**src/rtl/rat_ctrl_pkg.sv**
```systemverilog
// Shared definitions for the RAT CPU control path.
// Used by the opcode decoder and by the pipeline sequencer (rat_pipe_ctrl).
// Contents: the sequencer state encoding, the PC source select codes, the
// conditional-branch type codes and the scratch-RAM address select for SP-1.
package rat_ctrl_pkg;

  typedef enum logic [1:0] {
    ST_RUN    = 2'd0,
    ST_ENTER  = 2'd1,
    ST_BUBBLE = 2'd2
  } ctrl_state_t;

  // PC_MUX_SEL sources
  localparam logic [1:0] PCSEL_IMM   = 2'b00;
  localparam logic [1:0] PCSEL_STACK = 2'b01;
  localparam logic [1:0] PCSEL_VEC   = 2'b10;
  localparam logic [1:0] PCSEL_FDPC  = 2'b11;

  // Conditional branch types
  localparam logic [1:0] BRN_BRCC = 2'b00;
  localparam logic [1:0] BRN_BRCS = 2'b01;
  localparam logic [1:0] BRN_BREQ = 2'b10;
  localparam logic [1:0] BRN_BRNE = 2'b11;

  // Scratch RAM address select: stack pointer minus one
  localparam logic [1:0] SCRADDR_SP_M1 = 2'b11;

endpackage

```
**src/rtl/rat_pipe_ctrl_if.sv**
```systemverilog
// Handshake bundle between the decoder/datapath side and the pipeline
// sequencer.
//   master : decoder/datapath side; drives flags, interrupt request, EX
//            validity and redirect requests; receives PC/FD/interrupt
//            controls.
//   slave  : rat_pipe_ctrl.
interface rat_pipe_ctrl_if;
  // requests and status into the sequencer
  logic       int_req;
  logic       i_flag;
  logic       c_flag;
  logic       z_flag;
  logic       ex_valid;
  logic       cu_pc_ld;
  logic [1:0] cu_pc_mux_sel;
  logic       cu_cond_brn;
  logic [1:0] cu_cond_brn_type;
  // controls out of the sequencer
  logic       pc_ld;
  logic [1:0] pc_mux_sel;
  logic       fd_stall;
  logic       fd_flush;
  logic       ex_kill;
  logic       int_active;
  logic       int_sp_decr;
  logic       int_scr_we;
  logic       int_scr_data_sel;
  logic [1:0] int_scr_addr_sel;
  logic       int_flg_shad_ld;
  logic       int_i_clr;
  logic       int_ack;
  logic       brn_taken;

  modport master (
    output int_req, i_flag, c_flag, z_flag, ex_valid,
           cu_pc_ld, cu_pc_mux_sel, cu_cond_brn, cu_cond_brn_type,
    input  pc_ld, pc_mux_sel, fd_stall, fd_flush, ex_kill, int_active,
           int_sp_decr, int_scr_we, int_scr_data_sel, int_scr_addr_sel,
           int_flg_shad_ld, int_i_clr, int_ack, brn_taken
  );

  modport slave (
    input  int_req, i_flag, c_flag, z_flag, ex_valid,
           cu_pc_ld, cu_pc_mux_sel, cu_cond_brn, cu_cond_brn_type,
    output pc_ld, pc_mux_sel, fd_stall, fd_flush, ex_kill, int_active,
           int_sp_decr, int_scr_we, int_scr_data_sel, int_scr_addr_sel,
           int_flg_shad_ld, int_i_clr, int_ack, brn_taken
  );

endinterface

```
**src/rtl/rat_branch_eval.sv**
```systemverilog
// Conditional branch resolution for the instruction in EX.
// Ports:
//   ex_valid  in  EX holds a real instruction
//   cond_brn  in  decoder requests a conditional branch
//   brn_type  in  BRCC / BRCS / BREQ / BRNE
//   c_flag    in  carry flag
//   z_flag    in  zero flag
//   taken     out branch is taken this cycle (purely combinational)
module rat_branch_eval (
  input  logic       ex_valid,
  input  logic       cond_brn,
  input  logic [1:0] brn_type,
  input  logic       c_flag,
  input  logic       z_flag,
  output logic       taken
);
  import rat_ctrl_pkg::*;

  logic cond;

  always_comb begin
    cond = 1'b0;
    case (brn_type)
      BRN_BRCC: cond = ~c_flag;
      BRN_BRCS: cond =  c_flag;
      BRN_BREQ: cond =  z_flag;
      BRN_BRNE: cond = ~z_flag;
      default:  cond = 1'b0;
    endcase
  end

  assign taken = ex_valid & cond_brn & cond;

endmodule

```
**src/rtl/rat_pipe_ctrl.sv**
```systemverilog
// Pipeline sequencer for the RAT CPU: resolves conditional branches,
// redirects the PC, flushes/stalls the FD register and runs interrupt entry.
// Ports:
//   clk  in   system clock, rising edge
//   rst  in   synchronous active-high reset; forces every output low
//   bus  slave side of rat_pipe_ctrl_if (requests in, PC/FD/interrupt
//        controls out)
// Parameter FLUSH_CYCLES (1..3): FD bubble cycles after a redirect,
// counting the redirect cycle itself.
//
// state     | meaning
// ----------+-----------------------------------------------------------
// ST_RUN    | normal flow; redirects and interrupt accept decoded from inputs
// ST_ENTER  | interrupt entry: vector PC, push return address, clear I
// ST_BUBBLE | extra FD bubble cycles; cnt counts down to 1 then back to RUN
module rat_pipe_ctrl #(
  parameter int unsigned FLUSH_CYCLES = 1
) (
  input logic           clk,
  input logic           rst,
  rat_pipe_ctrl_if.slave bus
);
  import rat_ctrl_pkg::*;

  localparam logic [1:0] CNT_INIT = 2'(FLUSH_CYCLES - 1);
  localparam bit         MULTI    = (FLUSH_CYCLES > 1);

  ctrl_state_t state, state_nx;
  logic [1:0]  cnt, cnt_nx;
  logic        int_pend, int_pend_nx;
  logic        taken;
  logic        redirect;
  logic        accept;

  rat_branch_eval u_brn (
    .ex_valid (bus.ex_valid),
    .cond_brn (bus.cu_cond_brn),
    .brn_type (bus.cu_cond_brn_type),
    .c_flag   (bus.c_flag),
    .z_flag   (bus.z_flag),
    .taken    (taken)
  );

  assign redirect = bus.ex_valid & (bus.cu_pc_ld | taken);
  assign accept   = int_pend & bus.i_flag;

  always_ff @(posedge clk) begin
    if (rst) begin
      state    <= ST_RUN;
      cnt      <= 2'd0;
      int_pend <= 1'b0;
    end else begin
      state    <= state_nx;
      cnt      <= cnt_nx;
      int_pend <= int_pend_nx;
    end
  end

  always_comb begin
    state_nx    = state;
    cnt_nx      = cnt;
    int_pend_nx = int_pend | bus.int_req;
    case (state)
      ST_RUN: begin
        // redirect wins; a pending interrupt waits for a redirect-free cycle
        if (redirect) begin
          if (MULTI) begin
            state_nx = ST_BUBBLE;
            cnt_nx   = CNT_INIT;
          end
        end else if (accept) begin
          state_nx = ST_ENTER;
        end
      end
      ST_ENTER: begin
        // clearing wins over a request seen in the entry cycle itself
        int_pend_nx = 1'b0;
        if (MULTI) begin
          state_nx = ST_BUBBLE;
          cnt_nx   = CNT_INIT;
        end else begin
          state_nx = ST_RUN;
        end
      end
      ST_BUBBLE: begin
        cnt_nx = cnt - 2'd1;
        if (cnt == 2'd1) state_nx = ST_RUN;
      end
      default: begin
        state_nx = ST_RUN;
        cnt_nx   = 2'd0;
      end
    endcase
  end

  always_comb begin
    bus.pc_ld            = 1'b0;
    bus.pc_mux_sel       = PCSEL_IMM;
    bus.fd_stall         = 1'b0;
    bus.fd_flush         = 1'b0;
    bus.ex_kill          = 1'b0;
    bus.int_active       = 1'b0;
    bus.int_sp_decr      = 1'b0;
    bus.int_scr_we       = 1'b0;
    bus.int_scr_data_sel = 1'b0;
    bus.int_scr_addr_sel = 2'b00;
    bus.int_flg_shad_ld  = 1'b0;
    bus.int_i_clr        = 1'b0;
    bus.int_ack          = 1'b0;
    bus.brn_taken        = 1'b0;
    // gating with rst keeps a reset landing in ENTER from committing a push
    if (!rst) begin
      case (state)
        ST_RUN: begin
          if (redirect) begin
            bus.pc_ld      = 1'b1;
            bus.pc_mux_sel = taken ? PCSEL_IMM : bus.cu_pc_mux_sel;
            bus.brn_taken  = taken;
            bus.fd_flush   = 1'b1;
          end else if (accept) begin
            // rewind to the instruction sitting in FD so it reruns after RETI
            bus.pc_ld      = 1'b1;
            bus.pc_mux_sel = PCSEL_FDPC;
            bus.fd_flush   = 1'b1;
          end
        end
        ST_ENTER: begin
          bus.pc_ld            = 1'b1;
          bus.pc_mux_sel       = PCSEL_VEC;
          bus.fd_flush         = 1'b1;
          bus.ex_kill          = 1'b1;
          bus.int_active       = 1'b1;
          bus.int_sp_decr      = 1'b1;
          bus.int_scr_we       = 1'b1;
          bus.int_scr_data_sel = 1'b1;
          bus.int_scr_addr_sel = SCRADDR_SP_M1;
          bus.int_flg_shad_ld  = 1'b1;
          bus.int_i_clr        = 1'b1;
          bus.int_ack          = 1'b1;
        end
        ST_BUBBLE: begin
          bus.fd_stall = 1'b1;
          bus.fd_flush = 1'b1;
          bus.ex_kill  = 1'b1;
        end
        default: ;
      endcase
    end
  end

endmodule

```
**src/flat_wrapper.sv**
```systemverilog
// flat-port wrapper written by rule: the top's interface ports become plain ports
module rat_pipe_ctrl_flat import rat_ctrl_pkg::*;
#(
  parameter int unsigned FLUSH_CYCLES = 1
)
  (clk, rst, bus_int_req, bus_i_flag, bus_c_flag, bus_z_flag, bus_ex_valid, bus_cu_pc_ld, bus_cu_pc_mux_sel, bus_cu_cond_brn, bus_cu_cond_brn_type, bus_pc_ld, bus_pc_mux_sel, bus_fd_stall, bus_fd_flush, bus_ex_kill, bus_int_active, bus_int_sp_decr, bus_int_scr_we, bus_int_scr_data_sel, bus_int_scr_addr_sel, bus_int_flg_shad_ld, bus_int_i_clr, bus_int_ack, bus_brn_taken);
  rat_pipe_ctrl_if bus_i ();
  input logic clk;
  input logic rst;
  input wire logic [$bits(bus_i.int_req)-1:0] bus_int_req;
  input wire logic [$bits(bus_i.i_flag)-1:0] bus_i_flag;
  input wire logic [$bits(bus_i.c_flag)-1:0] bus_c_flag;
  input wire logic [$bits(bus_i.z_flag)-1:0] bus_z_flag;
  input wire logic [$bits(bus_i.ex_valid)-1:0] bus_ex_valid;
  input wire logic [$bits(bus_i.cu_pc_ld)-1:0] bus_cu_pc_ld;
  input wire logic [$bits(bus_i.cu_pc_mux_sel)-1:0] bus_cu_pc_mux_sel;
  input wire logic [$bits(bus_i.cu_cond_brn)-1:0] bus_cu_cond_brn;
  input wire logic [$bits(bus_i.cu_cond_brn_type)-1:0] bus_cu_cond_brn_type;
  output wire logic [$bits(bus_i.pc_ld)-1:0] bus_pc_ld;
  output wire logic [$bits(bus_i.pc_mux_sel)-1:0] bus_pc_mux_sel;
  output wire logic [$bits(bus_i.fd_stall)-1:0] bus_fd_stall;
  output wire logic [$bits(bus_i.fd_flush)-1:0] bus_fd_flush;
  output wire logic [$bits(bus_i.ex_kill)-1:0] bus_ex_kill;
  output wire logic [$bits(bus_i.int_active)-1:0] bus_int_active;
  output wire logic [$bits(bus_i.int_sp_decr)-1:0] bus_int_sp_decr;
  output wire logic [$bits(bus_i.int_scr_we)-1:0] bus_int_scr_we;
  output wire logic [$bits(bus_i.int_scr_data_sel)-1:0] bus_int_scr_data_sel;
  output wire logic [$bits(bus_i.int_scr_addr_sel)-1:0] bus_int_scr_addr_sel;
  output wire logic [$bits(bus_i.int_flg_shad_ld)-1:0] bus_int_flg_shad_ld;
  output wire logic [$bits(bus_i.int_i_clr)-1:0] bus_int_i_clr;
  output wire logic [$bits(bus_i.int_ack)-1:0] bus_int_ack;
  output wire logic [$bits(bus_i.brn_taken)-1:0] bus_brn_taken;
  assign bus_i.int_req = bus_int_req;
  assign bus_i.i_flag = bus_i_flag;
  assign bus_i.c_flag = bus_c_flag;
  assign bus_i.z_flag = bus_z_flag;
  assign bus_i.ex_valid = bus_ex_valid;
  assign bus_i.cu_pc_ld = bus_cu_pc_ld;
  assign bus_i.cu_pc_mux_sel = bus_cu_pc_mux_sel;
  assign bus_i.cu_cond_brn = bus_cu_cond_brn;
  assign bus_i.cu_cond_brn_type = bus_cu_cond_brn_type;
  assign bus_pc_ld = bus_i.pc_ld;
  assign bus_pc_mux_sel = bus_i.pc_mux_sel;
  assign bus_fd_stall = bus_i.fd_stall;
  assign bus_fd_flush = bus_i.fd_flush;
  assign bus_ex_kill = bus_i.ex_kill;
  assign bus_int_active = bus_i.int_active;
  assign bus_int_sp_decr = bus_i.int_sp_decr;
  assign bus_int_scr_we = bus_i.int_scr_we;
  assign bus_int_scr_data_sel = bus_i.int_scr_data_sel;
  assign bus_int_scr_addr_sel = bus_i.int_scr_addr_sel;
  assign bus_int_flg_shad_ld = bus_i.int_flg_shad_ld;
  assign bus_int_i_clr = bus_i.int_i_clr;
  assign bus_int_ack = bus_i.int_ack;
  assign bus_brn_taken = bus_i.brn_taken;
  rat_pipe_ctrl #(.FLUSH_CYCLES(FLUSH_CYCLES)) u_core (.clk(clk), .rst(rst), .bus(bus_i));
endmodule
```
**config.mk**
```make
export PLATFORM = sky130hd
export DESIGN_NAME = rat_pipe_ctrl_flat
export DESIGN_NICKNAME = d
export VERILOG_FILES = /design/src/rtl/rat_ctrl_pkg.sv /design/src/rtl/rat_pipe_ctrl_if.sv /design/src/rtl/rat_branch_eval.sv /design/src/rtl/rat_pipe_ctrl.sv /design/src/flat_wrapper.sv
export SDC_FILE = /design/constraint.sdc
export NUM_CORES = 1
export LEC_CHECK = 0
export ABC_AREA = 1
export CAP_MARGIN = 15
export CORE_AREA = 2 2 39 41
export DETAILED_ROUTE_END_ITERATION = 8
export DIE_AREA = 0 0 41 43
export GPL_TIMING_DRIVEN = 0
export HOLD_SLACK_MARGIN = 0.02
export REMOVE_ABC_BUFFERS = 1
export SETUP_SLACK_MARGIN = 0.15
export SLEW_MARGIN = 15
export SYNTH_ARGS = -nofsm -noshare
export SYNTH_HDL_FRONTEND = slang
export SYNTH_SLANG_ARGS = --single-unit
```
**constraint.sdc**
```tcl
create_clock -name clk -period 1.6 [get_ports clk]
set_clock_uncertainty 0.15 [all_clocks]
set_input_delay 0.32 -clock clk [delete_from_list [all_inputs] [get_ports clk]]
set_output_delay 0.32 -clock clk [all_outputs]
set_load 0.01 [all_outputs]
```
==> summary.md <==
| Metric | Value |
|---|---|
| Status | `completed` |
| Layout cells sized above 1 | `approximately two thirds` |
| Count of final setup violators | `0` |
| WP data required | `roughly 1.1 ns` |
| F_max | `0.653 GHz` |
| Most frequent cells in the layout | `buf_2, buf_6, inv_2, nand3_2, inv_1` |
| Vias | `about 340` |
| Post-Syn Instances | `about 50` |
| Iteration-0 DRC Markers | `5` |
| CP peak stage delay | `about 0.11 ns` |
| Crit Path Max Fanout | `6` |
| Fillers | `148` |
| Leak Pwr | `0.329 nW` |
| Register area share after synthesis | `approximately 13%` |
| Final cell count without fillers | `88` |
| Synth Area in Simple Gates | `40.3%` |
| Initial Utilization | `~22%` |
| Remaining DRCs | `0` |
| Pwr dens | `around 490 nW/µm²` |
| Slew Viols, Final | `0` |
| Vias in the first global route | `between 300 and 400` |
| Synth Area in Compound Gates | `around 3.2%` |
| WHS | `about 0.33 ns` |
| WP data arrival | `between 1 and 1.5 ns` |
| Die X-Extent | `41 µm` |
| Hold EP | `u_core.int_pend` |
| Adder-cell share of the synthesized area | `0%` |
| Worst Hold Launch | `u_core.int_pend` |
| Worst reg2reg path depth | `4` |
| Die Footprint | `roughly 1800 µm²` |
| FP Rows | `14` |
| RR Startpoint | `u_core.state[0]` |
| Main combinational cell family by area after synthesis | `buffers and inverters` |
| Mapped Avg Cell Area | `around 6.1 µm²` |
| Cell mode on critical path | `nand3_2` |
| Routed Antenna Nets | `0` |
| Final Hold Viols | `0` |
| Worst VDD drop | `0.223 mV` |
| DR WL/cell | `~9.6 µm` |
| Clk slew on worst S/H paths | `around 0.030 ns` |
| Synth Cell Area | `310 µm²` |
| P&R area growth vs syn | `78.2%` |
| Hold depth | `2` |
| Hold buffers post-CTS | `0` |
| GRT Util Overall | `12.6%` |
| CTS tree | `built` |
| Gp weighted congestion | `0.643` |
| Flop2flop setup slack | `0.63 ns` |
| PortBufs | `27` |
| Critical path's slowest cell | `nand3_4` |
| Hpwl dp | `618 µm` |
| # diodes | `0` |
| Initial antenna violation count | `0` |
| Congestion Overflow GR | `0` |
| Tcrit/Tclk final | `a little over nine tenths` |
| Core Box Area | `approximately 1400 µm²` |
| Max-cap violations | `0` |
| Setup TNS Final | `0 ns` |
| Final Util | `about two fifths` |
| Xor/xnor share of the synthesized area | `0%` |
| CP Capture Type | `output pin` |
| Warnings from Yosys | `0` |
| Htree depth | `1` |
| Cts bufs inserted | `3` |
| Worst path cell trace | `buf_8, inv_4, nand2_2, nand3_2, nand3_4, nand3_2, nand3_2, nand2_1, inv_1, buf_6` |
| Initial DRT Pass Iterations | `2` |
| CTS Sinks | `2` |
| Post-place setup slack | `-0.776 ns` |
| Post-synthesis mux area share | `0%` |
| Seq cells post-synth | `2` |
| Startpoint type of the worst setup path | `input pin` |
| Number of distinct library cells after synthesis | `13` |
| Clock Tree Buf Depth | `2` |
| Die Span Y | `about 43 µm` |
| Dpl cell area | `518 µm²` |
| Crit Path Class | `in2out` |
| Clock latency at the later pin of the worst-skew pair | `around 0.22 ns` |
| Worst setup margin | `0.0678 ns` |
| NumNets Final | `between 80 and 90` |
| Largest net degree at the start of global routing | `7` |
| Commonest non-fill, non-tap cell in the layout | `buf_2` |
| Cell count after placement | `83` |
| Post-DR vias/cell | `around 3.9` |
| Top Ports | `29` |
| Routed WL | `around 850 µm` |
| First-pass GRT wire length | `around 1.5 mm` |
| RSZ-0062 raised after global routing | `yes` |
| Final min period | `about 1.5 ns` |
| RR Endpoint | `u_core.state[0]` |
| Root Driver | `clkbuf_4` |
| Post-layout instance area | `553 µm²` |
| HP Class | `reg2reg` |
| Overall power | `0.269 mW` |
-- final cells by class --
class	instances	area (µm²)	share of cell area [%]
sequential	2	43.8	7.92
multi-input combinational	26	188	33.9
tap	16	20.0	3.62
clock buffer	3	22.5	4.07
timing repair buffer	28	223	40.3
inverter	13	56.3	10.2
-- sequential cells by signal (all words and copies together), names as in the netlist --
signal	flops
u_core.state	1
u_core.int_pend	1
-- metal layers --
metal,wire (µm),vias up,global-route usage (%)
li1,-,187,-
met1,308,150,14.7
met2,493,7,18.1
met3,45,0,5.24
met4,0,0,8.00
met5,0,-,0
-- kinds of logic (layout without fill, tap and decap cells) --
family	after synthesis	after routing
other cells	1	1
compound gates	2	2
simple gates	22	23
flops	2	2
buf+inv	24	44
-- critical path: cells and delay by family --
family / cells / cell delay (ns)
simple gates: 6 / 0.44
buf+inv: 4 / 0.30
-- how the worst max path moves through the flow --
| stage | startpoint | end | cells past startpoint |
|---|---|---|---|
| 2_1_floorplan | u_core.state[0] | bus_ex_kill | 2 |
| 3_3_place_gp | bus_cu_cond_brn_type[1] | bus_pc_mux_sel[0] | 8 |
| 3_5_place_dp | bus_cu_cond_brn_type[1] | bus_pc_mux_sel[0] | 8 |
| 4_1_cts | bus_cu_cond_brn_type[1] | bus_fd_flush | 9 |
| 5_1_grt | bus_cu_cond_brn_type[1] | bus_pc_ld | 9 |
| 6_report | bus_cu_cond_brn_type[1] | bus_pc_mux_sel[1] | 10 |
-- where the power goes --
| part | internal, mW | switching (mW) |
|---|---|---|
| registers | 0.0520 | 0.00271 |
| logic | 0.0507 | 0.0526 |
| clock network | 0.0827 | 0.0285 |
| total | 0.185 | 0.0838 |
-- cell usage after synthesis --
cell,count,area (µm²)
dfxtp_1,2,40.0
nor2_1,5,18.8
conb_1,1,3.75
nand2_1,7,26.3
nand3_2,3,30.0
nand2_2,1,6.26
inv_1,12,45.0
nand3_1,4,20.0
nand3_4,1,17.5
nand4_1,1,6.26
buf_4,11,82.6
inv_2,1,3.75
o21ai_1,2,10.0
-- what timing repair did --
action                     CTS  global route
resized for setup          114            11
cloned                       1             0
hold endpoints to repair     0             0
pin swaps                   19             8
buffers inserted             1             0
setup endpoints to repair   15            10
(Power assumes the default switching activity.)
